### src/rtl/mips_multicycle_ctrl_pkg.sv
// mips_multicycle_ctrl_pkg: state codes, opcode/funct constants, ALU and mux encodings for the multicycle MIPS control FSM
package mips_multicycle_ctrl_pkg;
    typedef enum logic [3:0] {
        S_FETCH  = 4'd0,
        S_DECODE = 4'd1,
        S_MEMADR = 4'd2,
        S_MEMRD  = 4'd3,
        S_MEMWB  = 4'd4,
        S_MEMWR  = 4'd5,
        S_EXEC   = 4'd6,
        S_ALUWB  = 4'd7,
        S_BEQ    = 4'd8,
        S_ADDIEX = 4'd9,
        S_ADDIWB = 4'd10,
        S_JUMP   = 4'd11,
        S_BNE    = 4'd12
    } state_t;

    localparam logic [5:0] OP_RTYPE = 6'b000000;
    localparam logic [5:0] OP_LW    = 6'b100011;
    localparam logic [5:0] OP_SW    = 6'b101011;
    localparam logic [5:0] OP_BEQ   = 6'b000100;
    localparam logic [5:0] OP_BNE   = 6'b000101;
    localparam logic [5:0] OP_ADDI  = 6'b001000;
    localparam logic [5:0] OP_J     = 6'b000010;

    localparam logic [5:0] F_ADD = 6'b100000;
    localparam logic [5:0] F_SUB = 6'b100010;
    localparam logic [5:0] F_AND = 6'b100100;
    localparam logic [5:0] F_OR  = 6'b100101;
    localparam logic [5:0] F_SLT = 6'b101010;

    localparam logic [2:0] ALU_ADD = 3'b010;
    localparam logic [2:0] ALU_SUB = 3'b110;
    localparam logic [2:0] ALU_AND = 3'b000;
    localparam logic [2:0] ALU_OR  = 3'b001;
    localparam logic [2:0] ALU_SLT = 3'b111;

    localparam logic [1:0] ALUOP_ADD   = 2'b00;
    localparam logic [1:0] ALUOP_SUB   = 2'b01;
    localparam logic [1:0] ALUOP_FUNCT = 2'b10;

    localparam logic [1:0] SRCB_B     = 2'b00;
    localparam logic [1:0] SRCB_FOUR  = 2'b01;
    localparam logic [1:0] SRCB_IMM   = 2'b10;
    localparam logic [1:0] SRCB_IMMSH = 2'b11;

    localparam logic [1:0] PC_ALU    = 2'b00;
    localparam logic [1:0] PC_ALUOUT = 2'b01;
    localparam logic [1:0] PC_JUMP   = 2'b10;

    // Unsupported opcodes map to FETCH; the caller treats that as an illegal exit.
    function automatic state_t decode_next(input logic [5:0] op);
        state_t s;
        case (op)
            OP_LW, OP_SW: s = S_MEMADR;
            OP_RTYPE:     s = S_EXEC;
            OP_BEQ:       s = S_BEQ;
            OP_BNE:       s = S_BNE;
            OP_ADDI:      s = S_ADDIEX;
            OP_J:         s = S_JUMP;
            default:      s = S_FETCH;
        endcase
        return s;
    endfunction
endpackage

### src/rtl/mips_alu_decoder.sv
// mips_alu_decoder: combinational Funct + ALUOp -> ALUControl, with funct_valid flag
// Ports:
//   funct        in  6  IR[5:0]
//   alu_op       in  2  00=add, 01=sub, 10=use funct
//   alu_control  out 3  ALU operation code
//   funct_valid  out 1  funct is a supported R-type function
module mips_alu_decoder
    import mips_multicycle_ctrl_pkg::*;
(
    input  logic [5:0] funct,
    input  logic [1:0] alu_op,
    output logic [2:0] alu_control,
    output logic       funct_valid
);
    logic [2:0] f_ctl;

    always_comb begin
        f_ctl       = ALU_ADD;
        funct_valid = 1'b1;
        case (funct)
            F_ADD:   f_ctl = ALU_ADD;
            F_SUB:   f_ctl = ALU_SUB;
            F_AND:   f_ctl = ALU_AND;
            F_OR:    f_ctl = ALU_OR;
            F_SLT:   f_ctl = ALU_SLT;
            default: funct_valid = 1'b0;
        endcase
        alu_control = alu_op == ALUOP_SUB   ? ALU_SUB :
                      alu_op == ALUOP_FUNCT ? f_ctl   : ALU_ADD;
    end
endmodule

### src/rtl/mips_multicycle_ctrl.sv
// mips_multicycle_ctrl: Moore control FSM for the multicycle MIPS datapath
// Optional feature macro: MC_SINGLE_STEP_EN adds a Step input that gates each fetch.
// Ports:
//   Clk, Rst          clock, synchronous active-high reset
//   Op, Funct, Zero   IR opcode/funct fields and ALU zero flag
//   Step              (MC_SINGLE_STEP_EN only) one-cycle pulse releasing one fetch
//   IorD, MemWrite, IRWrite, RegDst, MemtoReg, RegWrite, ALUSrcA, ALUSrcB,
//   ALUControl, PCSrc, PCEn   datapath mux selects and write enables
//   State             current FSM state code
//   RetiredCnt        instructions completed since reset (wraps)
//   IllegalOp         sticky flag: unsupported opcode/funct decoded
module mips_multicycle_ctrl
    import mips_multicycle_ctrl_pkg::*;
#(
    parameter int CNT_W   = 16,
    parameter int STATE_W = 4
) (
    input  logic               Clk,
    input  logic               Rst,
    input  logic [5:0]         Op,
    input  logic [5:0]         Funct,
    input  logic               Zero,
`ifdef MC_SINGLE_STEP_EN
    input  logic               Step,
`endif
    output logic               IorD,
    output logic               MemWrite,
    output logic               IRWrite,
    output logic               RegDst,
    output logic               MemtoReg,
    output logic               RegWrite,
    output logic               ALUSrcA,
    output logic [1:0]         ALUSrcB,
    output logic [2:0]         ALUControl,
    output logic [1:0]         PCSrc,
    output logic               PCEn,
    output logic [STATE_W-1:0] State,
    output logic [CNT_W-1:0]   RetiredCnt,
    output logic               IllegalOp
);
    state_t           state, next;
    logic             pc_write, branch, branch_ne, ir_write, mem_write, reg_write;
    logic             illegal_exit, funct_valid, go;
    logic [1:0]       alu_op;
    logic [CNT_W-1:0] cnt;
    logic             ill;

`ifdef MC_SINGLE_STEP_EN
    assign go = Step;
`else
    assign go = 1'b1;
`endif

    mips_alu_decoder u_alu_dec (
        .funct       (Funct),
        .alu_op      (alu_op),
        .alu_control (ALUControl),
        .funct_valid (funct_valid)
    );

    always_comb begin
        next         = state;
        IorD         = 1'b0;
        RegDst       = 1'b0;
        MemtoReg     = 1'b0;
        ALUSrcA      = 1'b0;
        ALUSrcB      = SRCB_B;
        PCSrc        = PC_ALU;
        alu_op       = ALUOP_ADD;
        pc_write     = 1'b0;
        branch       = 1'b0;
        branch_ne    = 1'b0;
        ir_write     = 1'b0;
        mem_write    = 1'b0;
        reg_write    = 1'b0;
        illegal_exit = 1'b0;
        case (state)
            S_FETCH: if (go) begin
                ir_write = 1'b1;
                ALUSrcB  = SRCB_FOUR;
                pc_write = 1'b1;
                next     = S_DECODE;
            end
            S_DECODE: begin
                ALUSrcB      = SRCB_IMMSH;
                next         = decode_next(Op);
                illegal_exit = decode_next(Op) == S_FETCH;
            end
            S_MEMADR: begin
                ALUSrcA = 1'b1;
                ALUSrcB = SRCB_IMM;
                next    = Op == OP_LW ? S_MEMRD : S_MEMWR;
            end
            S_MEMRD: begin
                IorD = 1'b1;
                next = S_MEMWB;
            end
            S_MEMWB: begin
                MemtoReg  = 1'b1;
                reg_write = 1'b1;
                next      = S_FETCH;
            end
            S_MEMWR: begin
                IorD      = 1'b1;
                mem_write = 1'b1;
                next      = S_FETCH;
            end
            S_EXEC: begin
                ALUSrcA      = 1'b1;
                alu_op       = ALUOP_FUNCT;
                next         = funct_valid ? S_ALUWB : S_FETCH;
                illegal_exit = ~funct_valid;
            end
            S_ALUWB: begin
                RegDst    = 1'b1;
                reg_write = 1'b1;
                next      = S_FETCH;
            end
            S_BEQ, S_BNE: begin
                ALUSrcA   = 1'b1;
                alu_op    = ALUOP_SUB;
                PCSrc     = PC_ALUOUT;
                branch    = state == S_BEQ;
                branch_ne = state == S_BNE;
                next      = S_FETCH;
            end
            S_ADDIEX: begin
                ALUSrcA = 1'b1;
                ALUSrcB = SRCB_IMM;
                next    = S_ADDIWB;
            end
            S_ADDIWB: begin
                reg_write = 1'b1;
                next      = S_FETCH;
            end
            S_JUMP: begin
                PCSrc    = PC_JUMP;
                pc_write = 1'b1;
                next     = S_FETCH;
            end
            default: next = S_FETCH;
        endcase
    end

    always_ff @(posedge Clk) begin
        if (Rst) begin
            state <= S_FETCH;
            cnt   <= '0;
            ill   <= 1'b0;
        end else begin
            state <= next;
            if (illegal_exit)
                ill <= 1'b1;
            if (state != S_FETCH && next == S_FETCH && !illegal_exit)
                cnt <= cnt + CNT_W'(1);
        end
    end

    // State-changing enables are suppressed while reset is held so an
    // interrupted instruction cannot commit a write.
    assign IRWrite    = ir_write & ~Rst;
    assign MemWrite   = mem_write & ~Rst;
    assign RegWrite   = reg_write & ~Rst;
    assign PCEn       = ~Rst & (pc_write | (branch & Zero) | (branch_ne & ~Zero));
    assign State      = STATE_W'(state);
    assign RetiredCnt = cnt;
    assign IllegalOp  = ill;
endmodule
### config.mk
export PLATFORM = sky130hd
export DESIGN_NAME = mips_multicycle_ctrl
export DESIGN_NICKNAME = d
export VERILOG_FILES = /design/src/rtl/mips_multicycle_ctrl_pkg.sv /design/src/rtl/mips_alu_decoder.sv /design/src/rtl/mips_multicycle_ctrl.sv
export SDC_FILE = /design/constraint.sdc
export NUM_CORES = 1
export LEC_CHECK = 0
export ABC_AREA = 1
export CAP_MARGIN = 20
export CORE_UTILIZATION = 35
export DETAILED_ROUTE_END_ITERATION = 12
export HOLD_SLACK_MARGIN = 0.05
export PLACE_DENSITY = 0.67
export SLEW_MARGIN = 10
export SYNTH_ARGS = -nofsm -noshare
export SYNTH_HDL_FRONTEND = slang
export SYNTH_SLANG_ARGS = --single-unit
### constraint.sdc
create_clock -name Clk -period 1.6 [get_ports Clk]
set_clock_uncertainty 0.1 [all_clocks]
set_input_delay 0.48 -clock Clk [delete_from_list [all_inputs] [get_ports Clk]]
set_output_delay 0.48 -clock Clk [all_outputs]
set_load 0.005 [all_outputs]
==> results.sh <==
export IMPL_synth_mux_area_frac=0
export IMPL_whs_endpoint="IllegalOp$_SDFFE_PP0P_"
export IMPL_place_congestion=0.872
export IMPL_hold_viol=0
export IMPL_netlist_instances=266
export IMPL_initial_utilization=0.370
export IMPL_antennaDiodeCount=0
export IMPL_grt_util_all_layers=0.249
export IMPL_finalSetupViolCount=16
export IMPL_worst_setup_start_kind="flop"
export IMPL_path_common_cell="sky130_fd_sc_hd__inv_2"
export IMPL_average_via_count_per_standard_cell=4.98
export IMPL_detailedPlace_worstSlack_ns=-0.991
export IMPL_tritoncts_num_sinks=21
export IMPL_synth_top_cell_area_share=0.278
export IMPL_cp_cell_instances="inv_2 > or2_4 > nor2_4 > inv_2 > a31oi_4 > nor2_1 > buf_2"
export IMPL_min_path_cells=4
export IMPL_run_status="finished, violations left"
export IMPL_critical_path_max_stage_delay_ns=0.37
export IMPL_postSynthAreaPerCell_sq_um=5.68
export IMPL_timing_slew_headroom=0.787
export IMPL_min_period_ns=2.10
export IMPL_first_pass_iters=4
export IMPL_floorplan_io_pins=51
export IMPL_wl_per_cell_microns=13.4
export IMPL_drc=0
export IMPL_synth_top_cell_by_area="sky130_fd_sc_hd__dfxtp_1"
export IMPL_tightestPinTransition_ns=0.318
export IMPL_timing_setup_critical_path_class="flop to primary output"
export IMPL_yosys_warnings=0
export IMPL_post_dp_hpwl_microns=3470
export IMPL_cts_buffers=3
export IMPL_die_h_microns=67.7
export IMPL_post_route_util=0.765
export IMPL_regToRegEndpoint="RetiredCnt[8]$_SDFFE_PP0P_"
export IMPL_max_clock_freq_mhz=476
export IMPL_grt_first_pass_wirelength_microns=8610
export IMPL_timing_critical_path_required_ns=1.02
export IMPL_worstHoldPathType="flop to flop"
export IMPL_synth_net_count=282
export IMPL_critPathMaxFanout=3
export IMPL_cts_tree="done"
export IMPL_rr_startpoint="State[1]$_SDFF_PP0_"
export IMPL_violations_in_the_final_reports="negative setup slack"
export IMPL_wirelength_microns=6080
export IMPL_synth_simple_area_share=0.462
export IMPL_nets=420
export IMPL_relative_area_change_from_synthesis_to_final_layout_pct=107
export IMPL_synth_fa_ha_area_frac=0.00828
export IMPL_timing_critical_path_arrival_ns=1.52
export IMPL_post_route_cells_drive_above_1_share=0.462
export IMPL_htreeDepth=1
export IMPL_grt_max_degree=18
export IMPL_synth_xor_area_share=0.0348
export IMPL_critical_path_endpoint_type="primary output"
export IMPL_mappedNetlistArea_sq_um=1510
export IMPL_number_of_antenna_violations_at_the_first_check_in_global_routing=0
export IMPL_setup_reg_to_reg_worst_slack_ns=0.01
export IMPL_overflow=0
export IMPL_layout_cells_most_common_list="73 x sky130_fd_sc_hd__nand2_1, 61 x sky130_fd_sc_hd__buf_4, 29 x sky130_fd_sc_hd__nor2_1, 27 x sky130_fd_sc_hd__buf_6, 23 x sky130_fd_sc_hd__inv_1"
export IMPL_io_buffers=50
export IMPL_synth_top_family_by_area="simple AND/OR/NAND/NOR gates"
export IMPL_grt_pass1_vias=1964
export IMPL_finalCritPeriodShare=1.31
export IMPL_crit_path_top_delay_cell="sky130_fd_sc_hd__dfxtp_4"
export IMPL_core_area_sq_um=4090
export IMPL_rsz0062_at_grt="true"
export IMPL_synthDistinctLibCells=22
export IMPL_static_leakage_power_uw=0.00152
export IMPL_ys_ff_latch=21
export IMPL_die_area_sq_um=4590
export IMPL_root_buf_cell="sky130_fd_sc_hd__clkbuf_8"
export IMPL_final_common_cell="sky130_fd_sc_hd__nand2_1"
export IMPL_synth_area_leaders="sky130_fd_sc_hd__dfxtp_1 28%, sky130_fd_sc_hd__nand2_1 20%, sky130_fd_sc_hd__nor2_1 14%"
export IMPL_antenna_violating_nets_post_route=0
export IMPL_drt_initial_drc_count=162
export IMPL_worst_skew_pair_later_pin_latency_ns=0.27
export IMPL_die_x_microns=67.7
export IMPL_vias=2258
export IMPL_share_of_synthesized_area_occupied_by_flip_flops_and_latches=0.278
export IMPL_cts_hold_buffers_added=0
export IMPL_core_rowCount=23
export IMPL_finalWorstSetupSlack_ns=-0.501
export IMPL_irDropWorstVdd_mv=0.402
export IMPL_cts_root_to_sink_buffers=2
export IMPL_worst_r2r_cell_count=9
export IMPL_synth_compound_area_frac=0.116
export IMPL_clk_pin_slew_ns=0.08
export IMPL_power_density_nw_per_um2=376
export IMPL_layout_filler_cells=292
export IMPL_max_cap_violations=0
export IMPL_worst_hold_startpoint="IllegalOp$_SDFFE_PP0P_"
export IMPL_final_max_slew_viol_count=0
registers in the layout, indices dropped and copies added (netlist names):
register / flops
State: 4
IllegalOp: 1
RetiredCnt: 16
worst max path at each step:
stage | startpoint | endpoint | cells after the start
3_3_place_gp | Funct[5] | ALUControl[0] | 6
6_report | State[1]$_SDFF_PP0_ | ALUControl[2] | 7
3_5_place_dp | Funct[5] | ALUControl[0] | 6
2_1_floorplan | State[1]$_SDFF_PP0_ | ALUControl[1] | 6
5_1_grt | State[1]$_SDFF_PP0_ | ALUSrcA | 7
4_1_cts | State[1]$_SDFF_PP0_ | ALUControl[1] | 7
routing by layer:
layer  global-route usage  up-vias  wire length [microns]
li1                     -     1120                      -
met1                0.315     1030                   2510
met2                0.433       94                   3070
met3               0.0456       14                    378
met4               0.0505        0                    123
met5                    0        -                      0
cells in the mapped netlist:
cell                       number
sky130_fd_sc_hd__inv_1         30
sky130_fd_sc_hd__xnor2_1        4
sky130_fd_sc_hd__ha_1           1
sky130_fd_sc_hd__clkbuf_1       2
sky130_fd_sc_hd__nor2_2         2
sky130_fd_sc_hd__buf_2          1
sky130_fd_sc_hd__inv_6          1
sky130_fd_sc_hd__nor3_1         1
sky130_fd_sc_hd__o31ai_1        1
sky130_fd_sc_hd__or2_4          1
sky130_fd_sc_hd__a31oi_1        2
sky130_fd_sc_hd__buf_8          1
sky130_fd_sc_hd__a21oi_1       22
sky130_fd_sc_hd__nor2_1        56
sky130_fd_sc_hd__nand4_1        7
sky130_fd_sc_hd__o21ai_0        9
sky130_fd_sc_hd__xor2_1         2
sky130_fd_sc_hd__nand2_1       80
sky130_fd_sc_hd__nand3_1       19
sky130_fd_sc_hd__dfxtp_1       21
sky130_fd_sc_hd__nand2_4        2
sky130_fd_sc_hd__inv_2          1
what timing repair did:
action                                  in CTS  in global routing
endpoints found under the setup margin      53                 39
cloned                                       1                  1
setup buffers                               28                 11
pin swaps                                   21                 22
resized for setup                          185                 54
critical path: cells and delay by family (launching register included):
kind,cells,cell delay (ns)
flip-flops,1,0.37
AND/OR/NAND/NOR,3,0.45
AO/OA/AOI/OAI,1,0.17
buffers and inverters,3,0.24
final cells by class:
class	count	area (sq um)	share of cell area
clock buffer	3	41.3	0.0132
clock inverter	1	5.00	0.00160
inverter	32	140	0.0448
multi-input combinational	210	1240	0.397
sequential	21	445	0.143
tap	50	62.6	0.0200
timing repair buffer	135	1180	0.377
timing repair inverter	1	11.3	0.00360
cell families after synthesis:
group | Yosys count
XOR/XNOR | 6
AO/OA/AOI/OAI | 34
buffers and inverters | 36
AND/OR/NAND/NOR | 168
adder cells (fa/ha/maj) | 1
flip-flops | 21
power breakdown:
part	leakage, uW	internal, uW	switching (uW)
clock network	0.0000255	174	186
registers	0.000178	526	7.66
logic	0.00131	144	136
total	0.00152	844	330
metrics by stage:
step           cell area, sq um  hold slack (ns)  cells  total power, uW  TNS (ns)
2_1_floorplan              1520            0.381    266              622   -0.0517
4_1_cts                    2850            0.460    443             1130     -4.95
3_3_place_gp               2430            0.388    412              746    -10.63
5_1_grt                    3130            0.514    453             1210     -6.26
3_5_place_dp               2430            0.394    412              749    -11.04
6_report                   3130            0.460    453             1170     -5.33
(Power assumes the default switching activity.)
